File: src/rtl/rst_seq_pkg.sv
// Shared types and width helpers for the reset-release sequencer.
package rst_seq_pkg;

  typedef enum logic [1:0] {
    ST_HOLD = 2'd0,
    ST_STEP = 2'd1,
    ST_DONE = 2'd2
  } state_e;

  function automatic int cnt_width(input int hold_cycles, input int step_cycles);
    int m;
    int w;
    m = (hold_cycles > step_cycles) ? hold_cycles : step_cycles;
    w = $clog2(m);
    return (w < 1) ? 1 : w;
  endfunction

  function automatic int idx_width(input int num_outs);
    int w;
    w = $clog2(num_outs);
    return (w < 1) ? 1 : w;
  endfunction

endpackage

File: src/rtl/rst_seq_if.sv
// Software request / stage-ready inputs and sequenced reset outputs of rst_seq.
interface rst_seq_if #(
  parameter int NUM_OUTS = 3
);
  logic                sw_rst_req;
  logic [NUM_OUTS-1:0] stage_rdy;
  logic [NUM_OUTS-1:0] rst_out;
  logic                seq_done;

  modport master (
    output sw_rst_req,
    output stage_rdy,
    input  rst_out,
    input  seq_done
  );

  modport slave (
    input  sw_rst_req,
    input  stage_rdy,
    output rst_out,
    output seq_done
  );
endinterface

File: src/rtl/rst_seq_cnt.sv
// Clearable up-counter that saturates at a run-time terminal value; at_term_o
// flags the terminal value combinationally from the registered count.
module rst_seq_cnt
  import rst_seq_pkg::*;
#(
  parameter int W = 4
) (
  input  logic         clk_i,
  input  logic         rst_ni,
  input  logic         clr_i,
  input  logic [W-1:0] term_i,
  output logic         at_term_o
);

  logic [W-1:0] cnt_q;
  logic [W-1:0] cnt_d;

  always_comb begin
    cnt_d = cnt_q;
    if (clr_i) begin
      cnt_d = '0;
    end else if (cnt_q != term_i) begin
      cnt_d = cnt_q + W'(1);
    end
  end

  always_ff @(posedge clk_i or negedge rst_ni) begin
    if (!rst_ni) begin
      cnt_q <= '0;
    end else begin
      cnt_q <= cnt_d;
    end
  end

  assign at_term_o = (cnt_q == term_i);

endmodule

File: src/rtl/rst_seq.sv
// Releases NUM_OUTS active-low resets in order: HOLD_CYCLES after reset, then one
// per STEP_CYCLES gap once the previous stage reports ready; sw_rst_req replays it.
module rst_seq
  import rst_seq_pkg::*;
#(
  parameter int NUM_OUTS    = 3,
  parameter int HOLD_CYCLES = 16,
  parameter int STEP_CYCLES = 4
) (
  input  logic     clk_i,
  input  logic     rst_ni,
  rst_seq_if.slave bus
);

  localparam int CW = cnt_width(HOLD_CYCLES, STEP_CYCLES);
  localparam int IW = idx_width(NUM_OUTS);

  localparam logic [CW-1:0]       HOLD_TERM = CW'(HOLD_CYCLES - 1);
  localparam logic [CW-1:0]       STEP_TERM = CW'(STEP_CYCLES - 1);
  localparam logic [IW-1:0]       LAST_IDX  = IW'(NUM_OUTS - 1);
  localparam logic [NUM_OUTS-1:0] OUT_LSB   = NUM_OUTS'(1);

  state_e              state_q, state_d;
  logic [IW-1:0]       idx_q, idx_d;
  logic [NUM_OUTS-1:0] rst_out_q, rst_out_d;
  logic                done_q, done_d;

  logic          cnt_clr;
  logic [CW-1:0] cnt_term;
  logic          at_term;
  logic          rdy_sel;

  rst_seq_cnt #(
    .W (CW)
  ) u_cnt (
    .clk_i     (clk_i),
    .rst_ni    (rst_ni),
    .clr_i     (cnt_clr),
    .term_i    (cnt_term),
    .at_term_o (at_term)
  );

  // Only the stage currently being waited on is looked at.
  always_comb begin
    rdy_sel = 1'b0;
    for (int i = 0; i < NUM_OUTS; i++) begin
      if (idx_q == IW'(i)) begin
        rdy_sel = bus.stage_rdy[i];
      end
    end
  end

  always_comb begin
    state_d   = state_q;
    idx_d     = idx_q;
    rst_out_d = rst_out_q;
    done_d    = done_q;
    cnt_clr   = 1'b0;
    cnt_term  = HOLD_TERM;

    if (bus.sw_rst_req) begin
      state_d   = ST_HOLD;
      idx_d     = '0;
      rst_out_d = '0;
      done_d    = 1'b0;
      cnt_clr   = 1'b1;
    end else begin
      case (state_q)
        ST_HOLD: begin
          cnt_term = HOLD_TERM;
          if (at_term) begin
            rst_out_d = OUT_LSB;
            idx_d     = '0;
            cnt_clr   = 1'b1;
            state_d   = ST_STEP;
          end
        end
        ST_STEP: begin
          cnt_term = STEP_TERM;
          if (at_term && rdy_sel) begin
            cnt_clr = 1'b1;
            if (idx_q == LAST_IDX) begin
              done_d  = 1'b1;
              state_d = ST_DONE;
            end else begin
              // Shifting in a one keeps the outputs a thermometer code.
              idx_d     = idx_q + IW'(1);
              rst_out_d = (rst_out_q << 1) | OUT_LSB;
            end
          end
        end
        ST_DONE: begin
          cnt_clr = 1'b1;
        end
        default: begin
          state_d   = ST_HOLD;
          idx_d     = '0;
          rst_out_d = '0;
          done_d    = 1'b0;
          cnt_clr   = 1'b1;
        end
      endcase
    end
  end

  always_ff @(posedge clk_i or negedge rst_ni) begin
    if (!rst_ni) begin
      state_q   <= ST_HOLD;
      idx_q     <= '0;
      rst_out_q <= '0;
      done_q    <= 1'b0;
    end else begin
      state_q   <= state_d;
      idx_q     <= idx_d;
      rst_out_q <= rst_out_d;
      done_q    <= done_d;
    end
  end

  assign bus.rst_out  = rst_out_q;
  assign bus.seq_done = done_q;

endmodule

File: src/flat_wrapper.sv
// flat-port wrapper written by rule: the top's interface ports become plain ports
module rst_seq_flat import rst_seq_pkg::*;
#(
  parameter int NUM_OUTS    = 3,
  parameter int HOLD_CYCLES = 16,
  parameter int STEP_CYCLES = 4
)
  (clk_i, rst_ni, bus_sw_rst_req, bus_stage_rdy, bus_rst_out, bus_seq_done);
  rst_seq_if #(.NUM_OUTS(NUM_OUTS)) bus_i ();
  input  logic clk_i;
  input  logic rst_ni;
  input wire logic [$bits(bus_i.sw_rst_req)-1:0] bus_sw_rst_req;
  input wire logic [$bits(bus_i.stage_rdy)-1:0] bus_stage_rdy;
  output wire logic [$bits(bus_i.rst_out)-1:0] bus_rst_out;
  output wire logic [$bits(bus_i.seq_done)-1:0] bus_seq_done;
  assign bus_i.sw_rst_req = bus_sw_rst_req;
  assign bus_i.stage_rdy = bus_stage_rdy;
  assign bus_rst_out = bus_i.rst_out;
  assign bus_seq_done = bus_i.seq_done;
  rst_seq #(.NUM_OUTS(NUM_OUTS), .HOLD_CYCLES(HOLD_CYCLES), .STEP_CYCLES(STEP_CYCLES)) u_core (.clk_i(clk_i), .rst_ni(rst_ni), .bus(bus_i));
endmodule
File: config.mk
export PLATFORM = sky130hd
export DESIGN_NAME = rst_seq_flat
export DESIGN_NICKNAME = d
export VERILOG_FILES = /design/src/rtl/rst_seq_pkg.sv /design/src/rtl/rst_seq_if.sv /design/src/rtl/rst_seq_cnt.sv /design/src/rtl/rst_seq.sv /design/src/flat_wrapper.sv
export SDC_FILE = /design/constraint.sdc
export NUM_CORES = 1
export LEC_CHECK = 0
export ABC_AREA = 1
export CAP_MARGIN = 40
export CORE_MARGIN = 1.5
export CORE_UTILIZATION = 54
export DETAILED_ROUTE_END_ITERATION = 16
export PLACE_DENSITY = 0.77
export SLEW_MARGIN = 5
export SYNTH_ARGS = -nofsm -noshare
export SYNTH_HDL_FRONTEND = slang
export SYNTH_HIERARCHICAL = 1
export SYNTH_SLANG_ARGS = --single-unit
File: constraint.sdc
create_clock -name clk_i -period 2.22 [get_ports clk_i]
set_input_delay 0.333 -clock clk_i [delete_from_list [all_inputs] [get_ports clk_i]]
set_output_delay 0.333 -clock clk_i [all_outputs]
set_load 0.05 [all_outputs]
[Word level (Yosys, flattened, before mapping)]
Index checks and enable logic that the tools add are counted.
Operators by class
  muxes and demuxes: 30
  reductions and logical operators: 8
  add/subtract/negate cells: 2
  equality and inequality tests: 12
Operator list (count)
  two-way mux 2 bit: 8
  two-way mux 4 bit: 4
  two-way mux 3 bit: 4
  case mux 2 bit (3 select lines): 2
  two-way mux 1 bit: 9
  != test 3 x 2 -> 1 bit, second input constant: 3
  case mux 3 bit (3 select lines): 1
  AND reduction 4 bit: 2
  adder 4 x 1 -> 4 bit, second input constant: 1
  equality test 2 x 1 -> 1 bit, second input constant: 2
  equality test 2 bit, second input constant: 2
  equality test 4 bit: 1
  zero test 2 bit: 2
  != test 4 bit: 1
  case mux 1 bit (2 select lines): 2
  != test 3 bit, second input constant: 1
  AND reduction 3 bit: 1
  adder 2 x 1 -> 2 bit, second input constant: 1
  != test 2 x 1 -> 1 bit, second input constant: 1
  != test 2 bit, second input constant: 1
  nonzero test 2 bit: 1
  OR reduction 2 bit: 1
  logical AND 1 bit: 1
Storage, ports and cells
  register bits after elaboration: 12
  input port bits: 6
  output and inout port bits: 4
  logic and storage cells: 57

[Logic depth before layout (Yosys ltp)]
  word-level depth: 9
  depth in mapped cells: 17
  depth with buffers taken out: 17

[Cells and area by module]
Netlist, hierarchy kept.
Modules (own cells, without submodules)
  rst_seq: cells each 71, instances 1, seq. area each 200.2 um^2, area each 549.3 um^2
  rst_seq_cnt: cells each 48, instances 1, seq. area each 100.1 um^2, area each 339.1 um^2

[Worst setup path before layout]
Ideal clock, no wire load.
  path kind: register -> register
  start: register u_core.state_q[1]
  end: register u_core.u_cnt.cnt_q[2]
  slack: 242 ps
  path buffers: 0
  clock period less this slack: 1978 ps
  data required time: 2102 ps
  cell stages (with the launch flop): 17
  arrival: 1859 ps
  setup time: 118 ps
  path through: dfrtp_1 inv_2 nand2_2 nor2_4 inv_2 nand2_1 nand2_1 nor2_8 nand2_4 inv_1 inv_2 nor2_2 nand2_4 nand2_4 inv_1 nand4_1 nand2_1
Between the ends
  cells in the longest elaborated chain, start to end: 9
  elaborated cells between the ends (all ways): 13
  those cells by class: eq/ne (3); mux (7); reduce/logical (3)
RTL lines
  start, declared: line rst_seq.sv:23  | state_e state_q, state_d;
  start signal, assigned: line rst_seq.sv:113  | state_q <= state_d;
  equality test 2 x 1 -> 1 bit (*): line rst_seq.sv:68  | case (state_q)
  two-way mux 4 bit (*): line rst_seq.sv:68
  two-way mux 4 bit (*): line rst_seq.sv:61  | if (bus.sw_rst_req) begin
  net u_core.cnt_term[2]: line rst_seq.sv:29  | logic [CW-1:0] cnt_term;
  equality test 4 bit (*): line rst_seq_cnt.sv:35  | assign at_term_o = (cnt_q == term_i);
  net u_core.at_term: line rst_seq.sv:30  | logic at_term;
  logical AND 1 bit: line rst_seq.sv:80  | if (at_term && rdy_sel) begin
  two-way mux 1 bit: line rst_seq.sv:80
  case mux 1 bit (2 select lines) (*): line rst_seq.sv:68
  two-way mux 1 bit (*): line rst_seq.sv:61
  net u_core.cnt_clr: line rst_seq.sv:28  | logic cnt_clr;
  two-way mux 4 bit / nonzero test 2 bit (equally long branches)
  end signal, assigned: line rst_seq_cnt.sv:31  | cnt_q <= cnt_d;
  end, declared: line rst_seq_cnt.sv:15  | logic [W-1:0] cnt_q;
Mark *: on every way through the listed nets, which the timed path passes. The rest lies on a longest branch.
A chain may end at the register's enable or synchronous reset.

[Worst setup path in the final report]
  start: input bus_sw_rst_req
  end: register u_core.u_cnt.cnt_q[1]
Between the ends
  cells in the longest elaborated chain, start to end: 7
  elaborated cells between the ends (all ways): 10
  those cells by class: eq/ne (2); mux (6); reduce/logical (2)
RTL lines
  start, declared: line flat_wrapper.sv:12  | input wire logic [$bits(bus_i.sw_rst_req)-1:0] bus_sw_rst_req;
  two-way mux 4 bit (*): line rst_seq.sv:61
  net u_core.cnt_term[2]: line rst_seq.sv:29
  equality test 4 bit (*): line rst_seq_cnt.sv:35
  net u_core.at_term: line rst_seq.sv:30
  logical AND 1 bit: line rst_seq.sv:80
  two-way mux 1 bit: line rst_seq.sv:80
  case mux 1 bit (2 select lines) (*): line rst_seq.sv:68
  two-way mux 1 bit (*): line rst_seq.sv:61
  net u_core.cnt_clr: line rst_seq.sv:28
  two-way mux 4 bit / nonzero test 2 bit (equally long branches)
Marks and branches as above.

==> flow_metrics.py <==
metrics = {
    "grt": {
        "gr-usage-all-layers": 0.217,
        "grt_pass1_vias": 752,
        "grt_pass1_wl_um": 3040,
        "antenna_found_initial": 0,
        "grt_max_degree": 13,
        "grt-ovfl-total": 0,
    },
    "worst_setup_path": {
        "crit_type": "primary input to flop",
        "critPathCapture": "u_core/u_cnt/cnt_q[1]",
        "crit_fanout": 8,
        "regToRegStartpoint": "u_core/state_q[0]",
        "reg2reg_slack_ns": 0.26,
        "path_buf_inv": 7,
        "worst_ep_arrival_time_ns": 2.23,
        "endpoint_kind": "flop",
        "timing.rr.end": "u_core/u_cnt/cnt_q[1]",
        "critPathTopFamily": "simple AND/OR/NAND/NOR gates",
        "cp_common_cell": "nand2_4",
        "reg2regPathDepth": 16,
        "crit_required_ns": 2.38,
        "start_kind": "primary input",
        "slowest_delay_ns": 0.47,
        "cp.depth": 18,
        "cp_slowest_cell": "clkdlybuf4s50_1",
        "worstPathCellList": "clkdlybuf4s50_1 -> inv_2 -> nand2_2 -> nor2_4 -> inv_2 -> inv_1 -> nand2_1 -> nand2_4 -> nor2_8 -> nand2_4 -> inv_1 -> inv_2 -> nor2_4 -> nand2_4 -> nand2_4 -> clkinvlp_4 -> nand4_1 -> nand2_1",
        "critPathLaunch": "bus_sw_rst_req",
    },
    "routing": {
        "route.detailed.wl_per_inst_um": 10.7,
        "first_pass_iters": 4,
        "via_per_inst": 4.91,
        "ant_nets": 0,
        "drt_iter0_drc": 7,
        "drc": 0,
        "vias": 781,
        "postRouteWirelength_um": 1710,
    },
    "outcome": {
        "status": "finished clean",
    },
    "yosys": {
        "synth_mux_area_frac": 0,
        "synthSimpleGateAreaFrac": 0.425,
        "synth_fa_ha_area_frac": 0.0563,
        "synth_warnings": 6,
        "synth_top_area_frac": 0.338,
        "synth_top_family_by_area": "simple AND/OR/NAND/NOR gates",
        "synth_top_area_cell": "dfrtp_1",
        "ys_seq_area_frac": 0.338,
        "synth_seq_cells": 12,
        "netlist_area_um2": 888,
        "synthXorXnorAreaFrac": 0.00986,
        "synth_cell_types": 18,
        "postSynthCellCount": 119,
        "synth_area_per_cell_um2": 7.47,
        "yosys-top-cells-area": "dfrtp_1 34%, nand2_1 14%, inv_1 7.6%",
        "synth_compound_area_frac": 0.0563,
    },
    "clocking": {
        "ctsRootBufferMaster": "clkbuf_4",
        "cts_buffer_depth": 2,
        "cts.htree.levels": 1,
        "cts_tree": "yes",
        "cts_hold_buf": 0,
        "clock_sinks": 12,
        "cts_inserted_buffers": 3,
        "clkTransAtPathRegs_ns": 0.07,
        "worstSkewPairLatency_ns": 0.27,
    },
    "power_and_ir_drop": {
        "report.power.total_uw": 958,
        "pwr_density_cell_nw_per_um2": 853,
        "ir_drop_mv": 0.494,
        "cellLeakagePower_nw": 0.642,
    },
    "sta": {
        "period_share": 0.934,
        "rsz0062_at_grt": "no",
        "maxSlewViolCount": 0,
        "worst_pin_slew_ns": 0.544,
        "fmax_mhz": 482,
        "final-hold-violation-count": 0,
        "finalSetupViolCount": 0,
        "fin_hold_ws_ns": 0.417,
        "relSlewSlack": 0.636,
        "finalWorstSetupSlack_ns": 0.145,
        "fin_skew_ns": 0.000568,
        "fin_crit_ns": 2.07,
    },
    "cells_and_area": {
        "num_antenna_cells": 0,
        "fin_area_um2": 1120,
        "final_util": 0.737,
        "nets": 155,
        "final_layout_size_suffix_gt1_frac": 0.266,
        "syn2layout_area_growth_pct": 26.5,
    },
    "floorplanning": {
        "pin_count": 10,
        "initial_core_util": 0.583,
        "die_area_um2": 1900,
        "core_um2": 1520,
        "die_y_um": 43.6,
        "fp-row-count": 14,
        "fp.dieW_um": 43.6,
    },
    "run": {
        "max-cap-violations": 0,
    },
    "placed_design": {
        "placed_area_um2": 1090,
        "place.detailed.hpwl_um": 1370,
        "port_buffers": 9,
        "place_ws_ns": -0.110,
        "gp_congestion": 0.856,
    },
    "worst_hold_path": {
        "worstHoldPathType": "primary input to async pin",
    },
}
worst min path at each step:
stage | from | to | slack (ns) | depth (start not counted)
after floorplan | rst_ni | u_core/bus.rst_out[0] | 0.04 | 0
after global placement | u_core/bus.rst_out[2] | u_core/bus.rst_out[2] | 0.46 | 2
after detailed placement | u_core/bus.rst_out[2] | u_core/bus.rst_out[2] | 0.47 | 2
after CTS | rst_ni | u_core/bus.seq_done | 0.44 | 1
after global routing | rst_ni | u_core/bus.seq_done | 0.46 | 1
final | rst_ni | u_core/state_q[1] | 0.42 | 1
cell usage in the layout, fill, tap and decap left out:
cell type	instances
nor2_1	5
nand3_1	13
nand2_2	4
nand2_1	31
a21boi_0	1
inv_1	17
a21oi_1	2
nor2_8	1
dfrtp_1	12
clkdlybuf4s50_1	9
nor2_2	2
clkbuf_4	3
nand2_4	5
a21oi_4	2
inv_2	8
conb_1	4
buf_4	8
ha_1	4
buf_12	1
clkinvlp_4	1
nor2_4	3
xor2_1	1
nand4_1	6
stage by stage:
| stage | cells | setup TNS, ns |
|---|---|---|
| 6_report | 159 | 0 |
| 3_3_place_gp | 156 | -0.0251 |
| 4_1_cts | 159 | 0 |
| 5_1_grt | 159 | 0 |
| 2_1_floorplan | 122 | 0 |
| 3_5_place_dp | 156 | -0.756 |
cell families (layout without fill, tap and decap cells):
logic type | after synthesis | count (layout)
other cells | 1 | 4
xor+xnor | 1 | 1
simple gates | 70 | 70
compound gates | 5 | 5
flops | 12 | 12
buf+inv | 26 | 47
fa+ha+maj | 4 | 4
per-layer routing:
| metal | GRT usage | share of wire | up-vias |
|---|---|---|---|
| met2 | 0.388 | 0.51 | 10 |
| met4 | 0.0909 | 0.016 | 0 |
| met5 | 0 | 0 | - |
| met3 | 0.0500 | 0.027 | 2 |
| li1 | - | - | 411 |
| met1 | 0.243 | 0.44 | 358 |
power breakdown:
part | switching (mW) | total, mW | internal [mW]
sequential | 0.0574 | 0.326 | 0.268
combinational | 0.310 | 0.502 | 0.192
clock | 0.0682 | 0.131 | 0.0627
total | 0.435 | 0.958 | 0.523
state kept, by name (all words and copies together) (netlist names):
| name | flops |
|---|---|
| u_core/bus.seq_done | 1 |
| u_core/state_q | 2 |
| u_core/bus.rst_out | 3 |
| u_core/u_cnt/cnt_q | 4 |
| u_core/idx_q | 2 |
cells in the mapped netlist, drive strengths merged:
library cell / n
nand3: 13
a21boi: 1
a21oi: 4
dfrtp: 12
xor2: 1
nand4: 6
ha: 4
nand2: 40
inv: 26
nor2: 11
conb: 1
final cells by class:
cell class	count	area [um2]
multi-input combinational	84	509
fill	117	400
sequential	12	300
timing repair buffer	18	170
inverter	26	101
clock buffer	3	22.5
tap	16	20.0
repair_timing:
| action | CTS | global route |
|---|---|---|
| endpoints found under the hold margin | 0 | 0 |
| setup buffers | 0 | 0 |
| gates resized for setup | 0 | 3 |
| setup endpoints to repair | 0 | 3 |
No activity file was read; power rests on OpenSTA's default activity.
